--- src/rtl/apb_vgachargen_bridge.sv ---
// APB3 slave bridging bus transfers onto the vgachargen character-map, colour-map and font ports.
// Every transfer is setup -> ISSUE (one wait state) -> RESP.
module apb_vgachargen_bridge #(
  parameter int unsigned CH_MAP_DEPTH  = 600,
  parameter int unsigned COL_MAP_DEPTH = 600,
  parameter int unsigned TIFF_DEPTH    = 1024,
  parameter int unsigned MEM_ADDR_W    = 10
) (
  input  logic                  clk_i,
  input  logic                  rst_i,
  input  logic                  psel_i,
  input  logic                  penable_i,
  input  logic                  pwrite_i,
  input  logic [31:0]           paddr_i,
  input  logic [31:0]           pwdata_i,
  input  logic [3:0]            pstrb_i,
  output logic                  pready_o,
  output logic [31:0]           prdata_o,
  output logic                  pslverr_o,
  output logic [MEM_ADDR_W-1:0] char_map_addr_o,
  output logic                  char_map_we_o,
  output logic [3:0]            char_map_be_o,
  output logic [31:0]           char_map_wdata_o,
  input  logic [31:0]           char_map_rdata_i,
  output logic [MEM_ADDR_W-1:0] col_map_addr_o,
  output logic                  col_map_we_o,
  output logic [3:0]            col_map_be_o,
  output logic [31:0]           col_map_wdata_o,
  input  logic [31:0]           col_map_rdata_i,
  output logic [MEM_ADDR_W-1:0] char_tiff_addr_o,
  output logic                  char_tiff_we_o,
  output logic [31:0]           char_tiff_wdata_o,
  input  logic [31:0]           char_tiff_rdata_i
);

  localparam int unsigned IDX_W = 10;

  typedef enum logic [1:0] {S_IDLE, S_ISSUE, S_RESP} state_e;

  state_e state_q, state_d;
  logic [1:0] region_q, region_d;
  logic write_q, write_d, err_q, err_d;
  logic pready_q, pready_d, pslverr_q, pslverr_d;
  logic [MEM_ADDR_W-1:0] cm_addr_q, cm_addr_d, col_addr_q, col_addr_d, tf_addr_q, tf_addr_d;
  logic [3:0] cm_be_q, cm_be_d, col_be_q, col_be_d;
  logic [31:0] cm_wdata_q, cm_wdata_d, col_wdata_q, col_wdata_d, tf_wdata_q, tf_wdata_d;
  logic cm_we_q, cm_we_d, col_we_q, col_we_d, tf_we_q, tf_we_d;

  logic setup_c, err_c, we_c, range_err_c, unused_c;
  logic [1:0] region_c;
  logic [IDX_W-1:0] idx_c;

  assign unused_c = ^paddr_i[31:14];
  assign setup_c  = psel_i & ~penable_i;
  assign region_c = paddr_i[13:12];
  assign idx_c    = paddr_i[11:2];

  // Decode the setup-phase address into an error flag and a write-enable qualifier.
  always_comb begin
    range_err_c = 1'b0;
    case (region_c)
      2'd0:    range_err_c = 32'(idx_c) >= CH_MAP_DEPTH;
      2'd1:    range_err_c = 32'(idx_c) >= COL_MAP_DEPTH;
      2'd2:    range_err_c = 32'(idx_c) >= TIFF_DEPTH;
      default: range_err_c = 1'b1;
    endcase
    err_c = range_err_c || (paddr_i[1:0] != 2'd0) ||
            ((region_c == 2'd2) && pwrite_i && (pstrb_i != 4'hF));
    we_c  = pwrite_i && !err_c && ((region_c == 2'd2) || (pstrb_i != 4'h0));
  end

  always_ff @(posedge clk_i or negedge rst_i) begin
    if (!rst_i) begin
      state_q     <= S_IDLE;
      region_q    <= 2'd0;
      write_q     <= 1'b0;
      err_q       <= 1'b0;
      pready_q    <= 1'b0;
      pslverr_q   <= 1'b0;
      cm_addr_q   <= '0;
      col_addr_q  <= '0;
      tf_addr_q   <= '0;
      cm_be_q     <= 4'h0;
      col_be_q    <= 4'h0;
      cm_wdata_q  <= 32'h0;
      col_wdata_q <= 32'h0;
      tf_wdata_q  <= 32'h0;
      cm_we_q     <= 1'b0;
      col_we_q    <= 1'b0;
      tf_we_q     <= 1'b0;
    end else begin
      state_q     <= state_d;
      region_q    <= region_d;
      write_q     <= write_d;
      err_q       <= err_d;
      pready_q    <= pready_d;
      pslverr_q   <= pslverr_d;
      cm_addr_q   <= cm_addr_d;
      col_addr_q  <= col_addr_d;
      tf_addr_q   <= tf_addr_d;
      cm_be_q     <= cm_be_d;
      col_be_q    <= col_be_d;
      cm_wdata_q  <= cm_wdata_d;
      col_wdata_q <= col_wdata_d;
      tf_wdata_q  <= tf_wdata_d;
      cm_we_q     <= cm_we_d;
      col_we_q    <= col_we_d;
      tf_we_q     <= tf_we_d;
    end
  end

  // Port registers load at the setup edge so address and we are valid throughout ISSUE.
  always_comb begin
    state_d     = state_q;
    region_d    = region_q;
    write_d     = write_q;
    err_d       = err_q;
    pready_d    = 1'b0;
    pslverr_d   = 1'b0;
    cm_addr_d   = cm_addr_q;
    col_addr_d  = col_addr_q;
    tf_addr_d   = tf_addr_q;
    cm_be_d     = cm_be_q;
    col_be_d    = col_be_q;
    cm_wdata_d  = cm_wdata_q;
    col_wdata_d = col_wdata_q;
    tf_wdata_d  = tf_wdata_q;
    cm_we_d     = 1'b0;
    col_we_d    = 1'b0;
    tf_we_d     = 1'b0;
    case (state_q)
      S_IDLE: begin
        if (setup_c) begin
          state_d  = S_ISSUE;
          region_d = region_c;
          write_d  = pwrite_i;
          err_d    = err_c;
          case (region_c)
            2'd0: begin
              cm_addr_d  = MEM_ADDR_W'(idx_c);
              cm_be_d    = pstrb_i;
              cm_wdata_d = pwdata_i;
              cm_we_d    = we_c;
            end
            2'd1: begin
              col_addr_d  = MEM_ADDR_W'(idx_c);
              col_be_d    = pstrb_i;
              col_wdata_d = pwdata_i;
              col_we_d    = we_c;
            end
            2'd2: begin
              tf_addr_d  = MEM_ADDR_W'(idx_c);
              tf_wdata_d = pwdata_i;
              tf_we_d    = we_c;
            end
            default: ;
          endcase
        end
      end
      S_ISSUE: begin
        state_d   = S_RESP;
        pready_d  = 1'b1;
        pslverr_d = err_q;
      end
      S_RESP:  state_d = S_IDLE;
      default: state_d = S_IDLE;
    endcase
  end

  // Memory read data is registered inside the memories, so it is valid for all of RESP.
  always_comb begin
    prdata_o = 32'h0;
    if ((state_q == S_RESP) && !write_q && !err_q) begin
      case (region_q)
        2'd0:    prdata_o = char_map_rdata_i;
        2'd1:    prdata_o = col_map_rdata_i;
        2'd2:    prdata_o = char_tiff_rdata_i;
        default: prdata_o = 32'h0;
      endcase
    end
  end

  assign pready_o          = pready_q;
  assign pslverr_o         = pslverr_q;
  assign char_map_addr_o   = cm_addr_q;
  assign char_map_we_o     = cm_we_q;
  assign char_map_be_o     = cm_be_q;
  assign char_map_wdata_o  = cm_wdata_q;
  assign col_map_addr_o    = col_addr_q;
  assign col_map_we_o      = col_we_q;
  assign col_map_be_o      = col_be_q;
  assign col_map_wdata_o   = col_wdata_q;
  assign char_tiff_addr_o  = tf_addr_q;
  assign char_tiff_we_o    = tf_we_q;
  assign char_tiff_wdata_o = tf_wdata_q;

endmodule

--- config.mk ---
export PLATFORM = sky130hd
export DESIGN_NAME = apb_vgachargen_bridge
export DESIGN_NICKNAME = d
export VERILOG_FILES = /design/src/rtl/apb_vgachargen_bridge.sv
export SDC_FILE = /design/constraint.sdc
export NUM_CORES = 1
export LEC_CHECK = 0
export CAP_MARGIN = 20
export CORE_AREA = 5 5 127 129
export DETAILED_ROUTE_END_ITERATION = 7
export DIE_AREA = 0 0 132 134
export DONT_BUFFER_PORTS = 1
export GPL_TIMING_DRIVEN = 1
export HOLD_SLACK_MARGIN = 0.1
export MAX_ROUTING_LAYER = met4
export SETUP_SLACK_MARGIN = 0.05
export SLEW_MARGIN = 30
export SYNTH_ARGS = -nofsm -noshare
export SYNTH_HDL_FRONTEND = slang
export SYNTH_SLANG_ARGS = --single-unit
--- constraint.sdc ---
create_clock -name clk_i -period 3.22 [get_ports clk_i]
set_clock_uncertainty 0.05 [all_clocks]
set_input_delay 0.483 -clock clk_i [delete_from_list [all_inputs] [get_ports clk_i]]
set_output_delay 0.483 -clock clk_i [all_outputs]
set_load 0.005 [all_outputs]
======== After elaboration in Yosys (flattened, before gate mapping) ========
Cells that the tools add are included.
storage, ports and cells
  flip-flop bits (word level) ............. 145
  bits of input ports ..................... 169
  output and inout bits ................... 171
  logic and storage cells ................. 66
operators by class
  magnitude comparators ................... 1
  equality and inequality tests ........... 8
  multiplexer cells ....................... 16
  bitwise gates (word level) .............. 2
  reductions and logical operators ........ 22
operators with widths
  operator                                                                count
  32-bit case mux with 3 select lines                                     1
  32-bit two-way mux                                                      1
  1-bit two-way mux                                                       11
  10-bit greater-or-equal comparator (second input constant)              1
  3-bit AND reduction                                                     3
  2-bit by 1-bit equality test with 1-bit output (second input constant)  3
  2-bit equality test (second input constant)                             3
  1-bit logical AND                                                       6
  2-bit logical NOT                                                       3
  4-bit != test (second input constant)                                   1
  2-bit case mux with 2 select lines                                      1
  4-bit nonzero test                                                      1
  1-bit logical NOT                                                       3
  1-bit logical OR                                                        3
  2-bit two-way mux                                                       1
  2-bit != test (second input constant)                                   1
  1-bit case mux with 2 select lines                                      1
  2-bit AND reduction                                                     1
  2-bit nonzero test                                                      1
  2-bit OR reduction                                                      1
  1-bit AND                                                               1
  1-bit inverter                                                          1

======== Logic depth before layout (Yosys ltp) ========
Gate-level depths: netlist (run 1).
  word-level depth ........................ 11
  depth in mapped cells ................... 6
  mapped depth without buffers ............ 4

======== Worst setup path before layout (run 1) ========
Ideal clock, no wire load.
  kind .................................... input -> register
  from .................................... input penable_i
  to ...................................... register col_wdata_q[17], in the netlist col_map_wdata_o[17]
  library setup time ...................... 0.125 ns
  arrival time ............................ 1.664 ns
  data required time ...................... 3.045 ns
  path slack .............................. 1.381 ns
  stages .................................. 5
  buffers on the path ..................... 2
  path through ............................ nor4b_4 -> nand3b_1 -> buf_2 -> buf_4 -> mux2_2
on the way
  word-level cells in the longest chain between the ends .. 3
RTL lines
  what                           RTL line  source
  from (decl)                    12        input logic penable_i,
  1-bit inverter                 54        assign setup_c = psel_i & ~penable_i;
  1-bit AND                      54
  3-bit AND reduction (no line)  n/a
  to (signal assigned)           104       col_wdata_q <= col_wdata_d;
  to (decl)                      46        logic [31:0] cm_wdata_q, cm_wdata_d, col_wdata_q, col_wdata_d, tf_wdata_q, tf_wdata_d;
Every way passes these cells.
A chain may end at the register's enable or synchronous reset.

======== Final worst setup path (run 1) ========
  from .................................... register region_q[0]
  to ...................................... output prdata_o[23]
on the way
  word-level cells in the longest chain between the ends .. 3
  elaborated cells on any way between the ends .. 5
  those cells by class .................... eq/ne (2); mux (2); reduce/logical (1)
RTL lines
  what                                               RTL line  source
  from (decl)                                        41        logic [1:0] region_q, region_d;
  from (signal assigned)                             93        region_q <= region_d;
  2-bit equality test, or another cell as far along  174       case (region_q)
  32-bit case mux with 3 select lines (*)            174
  32-bit two-way mux (*)                             173       if ((state_q == S_RESP) && !write_q && !err_q) begin
  to (decl)                                          18        output logic [31:0] prdata_o,
Every way passes the cells marked *; elsewhere a longest branch is shown, timed or not.

==> results of run 1 <==
## placed cells by master, fill, tap and decap left out, types with 2 or more instances in the layout
cell type     n
nand2_1       8
nor2_1       67
nand3_1       2
dfrtp_1     144
a21oi_1      33
bufinv_16     3
buf_4        10
clkinv_4      3
nor2b_1       2
mux2_2      137
nor4_1        2
mux2i_1      32
clkinvlp_4    3
inv_8         2
clkbuf_16    17
nor3_1        3
clkbuf_8      2
## layer usage
layer  global-route usage (%)  routed length [um]
met2                     32.8                9010
met4                     5.77                 202
met1                     18.2                5340
met5                        -                   0
met3                     9.68                1990
## power breakdown
part           internal, W  switching [W]
clock network      0.00127       0.000778
registers          0.00229       0.000409
logic             0.000458       0.000303
## worst max-delay path: stages (launching register included)
cell and delay, ps:
dfrtp_2 420, nor2b_2 480, buf_4 340, a21oi_1 120, nor2_1 190
## flip-flops by register name, summed over array words and instances (netlist names), 4 cells and up
register and cells:
col_map_be_o 4, char_map_wdata_o 32, char_map_addr_o 10, char_tiff_wdata_o 32
char_map_be_o 4, col_map_wdata_o 32, char_tiff_addr_o 10, col_map_addr_o 10
## Yosys cell counts, types with 2 or more instances
library cell  instances
nand3_1               2
mux2i_1              32
buf_2                 8
nor3_1                3
buf_6                 2
nand2_1               9
nor4_1                2
clkbuf_1             14
nor2b_1               3
dfrtp_1             145
a21oi_1              33
nor2_1               67
mux2_2              137
buf_1                 5
## worst paths after layout
check                      slack [ps]               endpoint  depth (start not counted)        start
min in group clk_i                130             state_q[0]                          1    penable_i
max                               700           prdata_o[23]                          4  region_q[0]
max in group asynchronous        3220            region_q[0]                          0        rst_i
min reg2reg                       470             state_q[1]                          1   state_q[1]
min                              -290  char_tiff_wdata_o[12]                          0        rst_i
max reg2reg                      1210           col_map_we_o                          4   state_q[0]
## per-stage QoR
stage               total power (W)  area [um2]  hold WS, ps
floorplan                   0.00324        6230          137
global placement            0.00345        6410          140
detailed placement          0.00352        6410          141
CTS                         0.00559        7040         -320
global route                0.00579        7040         -323
finish                      0.00551        7040         -293
## cell type report
| cell class | count | area, um2 |
|---|---|---|
| fill | 1348 | 7880 |
| sequential | 145 | 3630 |
| multi-input combinational | 298 | 2470 |
| clock buffer | 19 | 453 |
| tap | 188 | 235 |
| clock inverter | 13 | 175 |
| timing repair buffer | 10 | 75.1 |
## cells by family (layout without fill, tap and decap cells)
kind of cell           Yosys count  after routing  synth area share (%)
AO/OA/AOI/OAI                   37             37                  3.13
flip-flops                     145            145                  58.2
buffers and inverters           30             42                  2.27
multiplexers                   169            169                  29.9
AND/OR/NAND/NOR                 92             92                  6.50
==> summary.txt, run 1 <==
Place
  • Dpl hpwl: approximately 12000 um
  • GPL Wtd Cong: 0.746
  • I/O Buffers: 0
  • Dpl ws: approximately 1100 ps
  • Placed cells: 641

Yosys
  • Mapped cell area: slightly above 0.006 mm2
  • Count of different cell masters after synthesis: 25
  • #FFs+latches synth: between 100 and 150
  • Ys Warns: 0
  • Ys flop type: dfrtp_1
  • Mapped Nets: about 640
  • Fraction of registers with async set/reset: 100%
  • Synthesized instance count: roughly 470
  • Share of the synthesized area in the top cell type: 58.2%
  • Syn_area_per_cell: between 10 and 15 um2
  • Post-synth EDFFs: 0
  • Area contributors post-synth: dfrtp_1 (58%), mux2_2 (25%), mux2i_1 (5.1%)
  • Register area share after synthesis: 58.2%
  • Largest area contributor in the netlist: dfrtp_1

Global routing
  • GRT Util Overall: a little under a fifth
  • First-pass GRT wire length: between 20000 and 25000 um
  • Aggregate global routing overflow: 0
  • Initial antenna violation count: 0
  • Vias in the first global route: a little over 4k
  • Largest net degree at the start of global routing: 146

Critical path
  • CP required: between 2000 and 3000 ps
  • Crit path DAT: 1980 ps
  • Setup CP Type: reg -> out
  • Critical path endpoint category: output port
  • CP Launch Type: register
  • Worst Path Max Fanout: 20

Timing
  • Final setup viols: 0
  • Worst hold slack: -293 ps
  • Setup ws final: just over 700 ps
  • Slew HR: between 50% and 60%
  • Slew Limit Fails: 0
  • Final TNS setup: 0 ps
  • Tcrit/Tclk final: around four fifths
  • Max Freq: about 0.4 GHz
  • Crit path time final: roughly 2500 ps
  • Final hold violations: roughly 150
  • Slew @ Worst Pin: 625 ps
  • RSZ-0062 raised after global routing: false

Finish
  • Diodes inserted: 0
  • Share of cells above drive strength 1: 37.9%
  • Layout Cells excl Fill: just under 700
  • Layout area overhead: 12.9%
  • Final core utilization: 47.2%
  • Fin nets: approximately 640

Floorplan
  • Initial core utilization: 41.8%
  • Die span in x: ~130 um
  • Top Ports: 340
  • Core area: roughly 0.015 mm2
  • Die area: 0.0177 mm2
  • Row count: 45
  • Die height: ~130 um

Route
  • Final WL: 16500 um
  • Routed via count: roughly 3.8k
  • Vias per cell: approximately 5.7
  • WL/cell: 24.6 um
  • Drc violations: 2
  • Drt initial violations: between 100 and 150
  • Drt first pass iters: 8
  • Post-DRT Antenna Nets: 0

Pwr
  • Pwr/cell area: around 780 mW/mm2
  • Lkg Pwr: around 3.1 nW
  • VDD IR-drop max: 397 uV

CTS
  • Clk sinks: between 100 and 150
  • Number of buffers created by CTS: 17
  • Worst-skew pair later-pin latency: around 410 ps
  • Setup bufs post-CTS: 0
  • Worst-path clk slew: 60 ps
  • Post-CTS Resized: 0
  • # H-tree levels: 4
  • Max Root-Sink Buffers: 2
  • CTS tree: yes
  • Clock Tree Root: clkbuf_16

Outcome
  • Failing checks: DRC, hold timing
  • Status: complete, but fails checks

Worst hold path
  • Hold Crit Class: in -> async

Flow run
  • Max-cap viol count: 0
(Power assumes the default switching activity.)
==> run 2: changes to the inputs <==
--- a/config.mk
+++ b/config.mk
@@ -6,9 +6,9 @@
 export NUM_CORES = 1
 export LEC_CHECK = 0
 export CAP_MARGIN = 20
-export CORE_AREA = 5 5 127 129
+export CORE_AREA = 5 5 128 130
 export DETAILED_ROUTE_END_ITERATION = 7
-export DIE_AREA = 0 0 132 134
+export DIE_AREA = 0 0 133 135
 export DONT_BUFFER_PORTS = 1
 export GPL_TIMING_DRIVEN = 1
 export HOLD_SLACK_MARGIN = 0.1
==> constraint.sdc (replaced) <==
create_clock -name clk_i -period 2.3 [get_ports clk_i]
set_clock_uncertainty 0.05 [all_clocks]
set_input_delay 0.345 -clock clk_i [delete_from_list [all_inputs] [get_ports clk_i]]
set_output_delay 0.345 -clock clk_i [all_outputs]
set_load 0.005 [all_outputs]
==> summary.txt, run 2 (synthesis results as in run 1) <==
Route
  • Drc violations: 0
  • Drt first pass iters: 4
  • Final WL: about 17000 um
  • Routed via count: just under 4k
  • Drt initial violations: about 180
  • Post-DRT Antenna Nets: 0
  • WL/cell: between 20 and 25 um
  • Vias per cell: 5.47

Global routing
  • Initial antenna violation count: 0
  • GRT Util Overall: ~20%
  • Vias in the first global route: ~4.5k
  • Aggregate global routing overflow: 0
  • First-pass GRT wire length: about 26000 um
  • Largest net degree at the start of global routing: around 150

Place
  • Dpl ws: around 260 ps
  • Dpl hpwl: 12400 um
  • I/O Buffers: 0
  • GPL Wtd Cong: 0.750
  • Cell Area, Placed: roughly 0.0064 mm2
  • Placed cells: 646

Critical path
  • Crit path buf inv count: 2
  • CP Launch Type: register
  • Critical path's top delay family: buffers and inverters
  • Worst Path Max Fanout: 19
  • Setup CP Type: reg -> out
  • CP max stage delay: ~400 ps
  • CP most frequent cell: nor2_1
  • Crit path DAT: 1770 ps
  • Critical path endpoint category: output port
  • Worst Setup SP: region_q[0]
  • Critical path cell sequence: buf_8, buf_12, mux2i_1, nor2_1, a21oi_1, nor2_1
  • CP max stage cell: dfrtp_2
  • CP required: about 1900 ps
  • Reg-to-Reg Start: state_q[0]

Timing
  • RSZ-0062 raised after global routing: true
  • Tcrit/Tclk final: between 90% and 100%
  • Setup ws final: 135 ps
  • Final TNS setup: 0 ps
  • Slew Limit Fails: 0
  • Crit path time final: around 2200 ps
  • Final hold violations: 145
  • Slew @ Worst Pin: 717 ps
  • Final setup viols: 0
  • Slew HR: 52.2%
  • Worst hold slack: -427 ps
  • Max Freq: 0.462 GHz

Finish
  • Commonest non-fill, non-tap cell in the layout: dfrtp_1
  • Diodes inserted: 0
  • Most frequent cells in the layout: dfrtp_1 (144), mux2_2 (137), nor2_1 (67)
  • Layout Cells excl Fill: 727
  • Finished Cell Area: ~0.0076 mm2
  • Share of cells above drive strength 1: 34.9%
  • Layout area overhead: 21.3%
  • Fin nets: between 600 and 700

CTS
  • # H-tree levels: 4
  • Post-CTS Hold Buffers: between 50 and 60
  • Max Root-Sink Buffers: 2
  • Worst-path clk slew: approximately 60 ps
  • Clk sinks: approximately 150
  • Worst-skew pair later-pin latency: between 400 and 500 ps
  • Clock Tree Root: clkbuf_16
  • CTS tree: yes
  • Number of buffers created by CTS: 17

Flow run
  • Max-cap viol count: 0

Pwr
  • Pwr/cell area: approximately 1000 mW/mm2
  • VDD IR-drop max: just over 600 uV
  • Lkg Pwr: 3.35 nW

Floorplan
  • Die area: between 0.015 and 0.02 mm2
  • Die height: between 100 and 150 um
  • Initial core utilization: between 40% and 50%
  • Top Ports: 340
  • Core area: ~0.015 mm2
  • Row count: 45
  • Die span in x: 133 um

Outcome
  • Failing checks: hold timing
  • Status: complete, but fails checks

Worst hold path
  • Hold Crit Class: in -> async
[run 2: per-stage QoR]
step / hold slack [ps] / total power [W] / utilization, %
after floorplan: -0.591 / 0.00454 / -
after global placement: 2.83 / 0.00486 / 42.9
after detailed placement: 3.83 / 0.00494 / 42.9
after CTS: -446 / 0.00767 / 50.0
after global routing: -452 / 0.00801 / 50.3
final: -427 / 0.00761 / 50.3
[run 2: area by class of cell]
cell class              instances  area, um2
repair buffers                 66        651
clock inverters                10        111
flip-flops and latches        145       3630
multi-input cells             298       2490
fillers                      1297       7470
well taps                     188        235
clock buffers                  20        447
[run 2: per-layer routing]
metal | global-route usage, % | up-vias | wire (um)
li1 | - | 1759 | -
met1 | 18.7 | 1983 | 5840
met3 | 8.94 | 27 | 1820
met2 | 34.9 | 209 | 9340
met4 | 6.52 | 0 | 311
met5 | - | - | 0
[run 2: worst paths after layout]
kind | to | slack (ps) | cells after the start
worst max register to register | col_map_wdata_o[5] | 270 | 4
worst max-delay path | prdata_o[29] | 140 | 6
worst min register to register | state_q[1] | 480 | 1
min in group clk_i | char_tiff_we_o | 120 | 2
worst min-delay path | col_map_wdata_o[11] | -430 | 0
max in group asynchronous | region_q[0] | 2410 | 0
[run 2: power breakdown]
group / switching [W] / total (W) / internal, W / leakage, nW
clock network: 0.00100 / 0.00261 / 0.00161 / 0.280
logic: 0.000465 / 0.00120 / 0.000737 / 1.31
registers: 0.000587 / 0.00380 / 0.00321 / 1.76
[run 2: timing repair]
| action | 4_1_cts | 5_1_grt |
|---|---|---|
| setup endpoints to repair | 17 | 27 |
| cloned | 0 | 0 |
| resized for setup | 2 | 9 |
| hold endpoints to repair | 286 | 145 |
| pin swaps | 0 | 0 |
| buffers inserted | 0 | 0 |
==> run 3: changes to the inputs <==
--- a/config.mk
+++ b/config.mk
@@ -6,15 +6,15 @@
 export NUM_CORES = 1
 export LEC_CHECK = 0
 export CAP_MARGIN = 20
-export CORE_AREA = 5 5 128 130
+export CORE_MARGIN = 5
+export CORE_UTILIZATION = 35
 export DETAILED_ROUTE_END_ITERATION = 7
-export DIE_AREA = 0 0 133 135
-export DONT_BUFFER_PORTS = 1
 export GPL_TIMING_DRIVEN = 1
 export HOLD_SLACK_MARGIN = 0.1
 export MAX_ROUTING_LAYER = met4
+export PLACE_DENSITY = 0.76
 export SETUP_SLACK_MARGIN = 0.05
-export SLEW_MARGIN = 30
+export SLEW_MARGIN = 10
 export SYNTH_ARGS = -nofsm -noshare
 export SYNTH_HDL_FRONTEND = slang
 export SYNTH_SLANG_ARGS = --single-unit
==> summary.txt, run 3 (synthesis results as in run 1) <==
Outcome
  • Status: finished clean

Pwr
  • Clock power frac: between 20 and 30%
  • Seq pwr share: 37.3%
  • P_int: between 0.006 and 0.007 W
  • Lkg Pwr: 4.63 nW
  • Switch Pwr: roughly 0.0026 W
  • VDD IR-drop max: 543 uV
  • Pwr/cell area: just under 900 mW/mm2
  • Comb pwr share: around a third
  • Switching share of power: a little over a quarter

Timing
  • Crit path time final: approximately 2300 ps
  • Slew Limit Fails: 0
  • Worst hold slack: around 300 ps
  • Slew @ Worst Pin: 482 ps
  • Final TNS setup: 0 ps
  • Setup ws final: around 37 ps
  • RSZ-0062 raised after global routing: true
  • Slew HR: about two thirds
  • Final hold violations: 0
  • Final setup viols: 0
  • Tcrit/Tclk final: 98.4%
  • Max Freq: 0.442 GHz

Finish
  • Fin nets: 994
  • Final core utilization: approximately three fifths
  • Most frequent cells in the layout: clkdlybuf4s50_1 (288), dfrtp_1 (144), mux2_2 (137)
  • Finished Cell Area: between 0.01 and 0.015 mm2
  • Layout area overhead: 71.3%
  • Fillers: 1338
  • Share of cells above drive strength 1: 31.9%
  • Commonest non-fill, non-tap cell in the layout: clkdlybuf4s50_1

Global routing
  • First-pass GRT wire length: between 30000 and 40000 um
  • Largest net degree at the start of global routing: 67
  • Aggregate global routing overflow: 0
  • GRT Util Overall: between 20% and 30%
  • Initial antenna violation count: 2
  • Vias in the first global route: approximately 5.7k

Route
  • Post-DRT Antenna Nets: 0
  • Drc violations: 0
  • WL/cell: ~22 um
  • Routed via count: 5249
  • Drt first pass iters: 4
  • Drt initial violations: about 190
  • Vias per cell: 4.93
  • Final WL: between 20000 and 25000 um

Floorplan
  • Initial core utilization: about 36%
  • Die span in x: 143 um
  • Core area: between 0.015 and 0.02 mm2
  • Top Ports: between 300 and 400
  • Die height: 143 um
  • Row count: 48
  • Die area: 0.0206 mm2

Critical path
  • CP Launch Type: register
  • Setup CP Type: reg -> out
  • Crit path DAT: about 1900 ps
  • CP required: approximately 1900 ps
  • Critical path endpoint category: output port
  • Worst Path Max Fanout: 6

CTS
  • Worst-path clk slew: ~60 ps
  • Number of buffers created by CTS: 17
  • # H-tree levels: 4
  • CTS tree: yes
  • Clk sinks: ~150
  • Max Root-Sink Buffers: 2
  • Clock Tree Root: clkbuf_16
  • Worst-skew pair later-pin latency: a little over 400 ps

Worst hold path
  • Hold Crit Class: in -> async

Place
  • I/O Buffers: 321
  • GPL Wtd Cong: about 1
  • Cell Area, Placed: slightly below 0.01 mm2
  • Dpl hpwl: 16900 um
  • Dpl ws: around 100 ps

Flow run
  • Max-cap viol count: 0
==> run 3: cell count changes in the layout (fill, tap and decap cells not counted), sizes merged <==
cell / before / now
clkinv: 6 / 2
dlygate4sd2: 0 / 1
clkdlybuf4s50: 0 / 288
inv: 2 / 9
diode: 0 / 2
clkbuf: 20 / 37
buf: 15 / 54
dlygate4sd3: 51 / 1
clkinvlp: 0 / 1
==> run 3: power by group through the flow <==
stage               registers (W)  clock network, W  logic (W)
detailed placement        0.00359                 0    0.00295
CTS                       0.00355           0.00289    0.00309
floorplan                 0.00359                 0   0.000942
global placement          0.00353                 0    0.00290
finish                    0.00356           0.00282    0.00317
global route              0.00364           0.00299    0.00338
==> run 3: metal layers <==
metal	global-route usage, %	vias to the layer above	part of all wire [%]
met5	-	-	0
li1	-	2363	-
met2	38.5	239	53
met4	10.6	0	4.3
met1	21.3	2587	34
met3	7.19	60	9.2
==> run 3: cell type report <==
cell class	instances	area, um2	area share [%]
clock buffer	18	439	4.11
timing repair buffer	363	3580	33.5
tap	225	282	2.64
sequential	145	3630	34.0
clock inverter	14	168	1.57
antenna	2	5.00	0.0469
multi-input combinational	298	2580	24.1
==> run 3: stage by stage <==
stage               total power, W  cells
finish                     0.00955   1065
global placement           0.00644   1007
global route                0.0100   1065
floorplan                  0.00454    473
detailed placement         0.00654   1007
CTS                        0.00953   1048
==> run 3: worst paths after layout <==
check | start | endpoint | slack (ps) | cells past startpoint
worst max-delay path | region_q[0] | prdata_o[3] | 40 | 8
worst min-delay path | rst_i | char_tiff_wdata_o[13] | 290 | 2
worst max register to register | state_q[0] | col_map_addr_o[7] | 370 | 5
worst min register to register | col_map_addr_o[2] | col_map_addr_o[2] | 450 | 1
max in group asynchronous | rst_i | col_map_wdata_o[3] | 1270 | 3
min in group clk_i | col_map_addr_o[2] | col_map_addr_o[2] | 450 | 1
==> run 3: critical path: stages, from the launching register on <==
cell and delay (ps):
dfrtp_2 490, buf_12 170, buf_4 130, buf_4 120
mux2i_1 130, nor2_1 60, a21oi_1 140, nor2_1 50
clkbuf_2 140
==> run 3: timing repair <==
action	CTS	global route
setup endpoints to repair	32	31
gates resized for setup	78	67
endpoints found under the hold margin	145	0
cloned	1	3
setup buffers	7	14
hold buffers	1	0
pin swaps	2	14
==> patch (settings of run 2) <==
Change the parameter `MEM_ADDR_W` from 10 to 9.
--- a/src/rtl/apb_vgachargen_bridge.sv
+++ b/src/rtl/apb_vgachargen_bridge.sv
@@ -4,7 +4,7 @@
   parameter int unsigned CH_MAP_DEPTH  = 600,
   parameter int unsigned COL_MAP_DEPTH = 600,
   parameter int unsigned TIFF_DEPTH    = 1024,
-  parameter int unsigned MEM_ADDR_W    = 10
+  parameter int unsigned MEM_ADDR_W    = 9
 ) (
   input  logic                  clk_i,
   input  logic                  rst_i,
Interface: changed (resized char_map_addr_o, char_tiff_addr_o and col_map_addr_o); port bits go from 340 to 337. No check against the original RTL was run, so the function may have changed too.
==> patch against run 2 <==
- the flow still finishes with violations (hold timing)
- final cell count is the same
- setup slack better by 0.058 ns
- synthesized area fell by 1.1%
- core utilization shrank 0.50 points
- total power is 0.92% higher
- wire length rose by 4.9%
- sequential cell count fell by 3
- register-to-register slack better by 0.08 ns
- die area did not move
- global-route usage rose by 0.90 points
- cell area fell by 0.99%
- critical path type unchanged
==> patch: results (changes against run 2) <==
Layout
  • Layout cells sized above 1: 34.89% (was 34.88%)
  • Fin nets: 692 (was 697)

Clocking
  • Largest buffer count on any clock path: 2 (unchanged)
  • Post-CTS Hold Buffers: 49 (was 51)
  • Root buf cell: clkbuf_16 (unchanged)
  • Worst-skew pair later-pin latency: 0.41 ns (about the same)
  • H-tree Lvls: 4 (unchanged)
  • Clock slew at reported path FFs: 0.06 ns (about the same)
  • Inserted Clock Buffers: 17 (unchanged)

Global route
  • Global route overflow: 0 (unchanged)
  • Vias in the first global route: 4370 (was 4450)
  • First-pass GRT wire length: 26810 um (was 25920 um)
  • Largest net degree at the start of global routing: 143 (was 146)
  • Antenna violations before repair: 3 (was 0)
  • All-Layer GR Usage: 20.45% (was 19.56%)

Drt
  • Drt first pass iters: 7 (was 4)
  • DR iter-0 viols: 147 (was 182)
  • Top Layer Used: met4 (unchanged)
  • Met2 wire len: 9975 um (was 9339 um)
  • DR WL met3: 1991 um (was 1818 um)
  • Vias per Instance: 5.546 (was 5.472)
  • DR WL/cell: 24.97 um (was 23.81 um)
  • Routed met1 length: 5775 um (was 5840 um)

STA
  • Actual slew at the worst max-slew pin: 0.5639 ns (was 0.7167 ns)
  • Hold Vio Cnt, Final: 142 (was 145)
  • Hold Slack: -0.4270 ns (about the same)

Power
  • Maximum vdd drop: 0.6911 mV (was 0.6073 mV)
  • Static leakage: 3.299 nW (was 3.352 nW)

Synthesis
  • Ys async rst share: 100.0% (unchanged)
  • Synth area leaders: dfrtp_1 (58%), mux2_2 (24%), mux2i_1 (5.2%) (was dfrtp_1 (58%), mux2_2 (25%), mux2i_1 (5.1%))
  • Syn. warnings: 0 (unchanged)
  • Register area share after synthesis: 57.62% (was 58.21%)
  • Top cells by count, synth: dfrtp_1 (142), mux2_2 (134), nor2_1 (67) (was dfrtp_1 (145), mux2_2 (137), nor2_1 (67))
  • Net Count, Synth: 635 (was 642)
  • EDFF count, synth: 0 (unchanged)
  • Top FF cell, synth: dfrtp_1 (unchanged)
  • Synth unique cells: 26 (was 25)

Run status
  • Outcome: finished with violations (unchanged)
  • Failing checks: hold timing (unchanged)

Setup path
  • Depth of the most critical reg-to-reg path: 4 (unchanged)
  • CP Max Fanout: 32 (was 19)
  • Critical Path AT: 1.71 ns (was 1.77 ns)

Placement
  • Final Wtd Congestion: 0.7504 (was 0.7502)
  • Final HPWL DP: 12790 um (was 12430 um)
  • Number of I/O port buffers: 0 (unchanged)

Worst hold path
  • Hold crit path type: in -> async (unchanged)
patch: cell count changes in the layout (fill, tap and decap cells not counted), sizes merged:
cell | run 2 | this run
clkinv | 6 | 2
clkinvlp | 0 | 4
buf | 15 | 18
dfrtp | 145 | 142
diode | 0 | 3
mux2 | 137 | 134
dlygate4sd3 | 51 | 49
bufinv | 2 | 3
inv | 2 | 3
patch: final timing paths:
| path | end | slack (ns) | startpoint |
|---|---|---|---|
| min in group clk_i | err_q | 0.16 | paddr_i[13] |
| max in group asynchronous | region_q[0] | 2.46 | rst_i |
| hold / removal | char_map_wdata_o[9] | -0.43 | rst_i |
| setup reg to reg | col_map_we_o | 0.35 | state_q[0] |
| setup / recovery | prdata_o[0] | 0.19 | state_q[0] |
| hold reg to reg | state_q[1] | 0.48 | state_q[1] |
patch: repair_timing:
item	in CTS	in global routing
resized for setup	2	5
endpoints found under the hold margin	280	142
pin swaps	0	0
buffers inserted	1	5
setup endpoints to repair	32	17
gates cloned	0	0
patch: layout make-up:
class                   instances  area, sq um
clock inverters                12        158.9
multi-input cells             295         2441
fillers                      1299         7547
repair buffers                 67        649.4
diodes                          3        7.507
flip-flops and latches        142         3557
clock buffers                  20        436.7
well taps                     188        235.2
patch: worst max-delay path, stage by stage, from the launching register on:
cell and delay [ns]:
dfrtp_1 0.43, nor4b_2 0.29, nand2_1 0.09, buf_6 0.19, nor2_1 0.29
patch: metal layers:
metal	vias to the layer above	track usage (%)
met5	-	-
met4	0	7.448
met3	27	9.426
met2	224	36.68
met1	2032	19.15
li1	1749	-
patch: through the flow:
stage	std cells	instance area (sq um)	total power, mW	hold WS [ns]	setup WS (ns)
3_3_place_gp	637	6315	4.735	0.003406	0.3014
6_report	727	7486	7.678	-0.4270	0.1934
5_1_grt	727	7486	8.087	-0.4589	0.04962
2_1_floorplan	466	6167	4.452	-0.0005911	0.4998
3_5_place_dp	637	6315	4.824	0.003096	0.2597
4_1_cts	719	7418	7.723	-0.4511	0.06526
patch: logic make-up (layout without fill, tap and decap cells):
| family | Yosys count | after routing | share of synthesized area [%] |
|---|---|---|---|
| muxes | 166 | 166 | 29.66 |
| AOI/OAI and AO/OA | 37 | 37 | 3.165 |
| other | 0 | 3 | 0 |
| DFF | 142 | 142 | 57.62 |
| and+or+nand+nor | 92 | 92 | 6.614 |
| buffers and inverters | 29 | 99 | 2.942 |
patch: power breakdown:
group,switching [mW],total [mW],internal (mW)
clock network,1.05,2.76,1.71
logic,0.455,1.18,0.730
registers,0.586,3.73,3.14
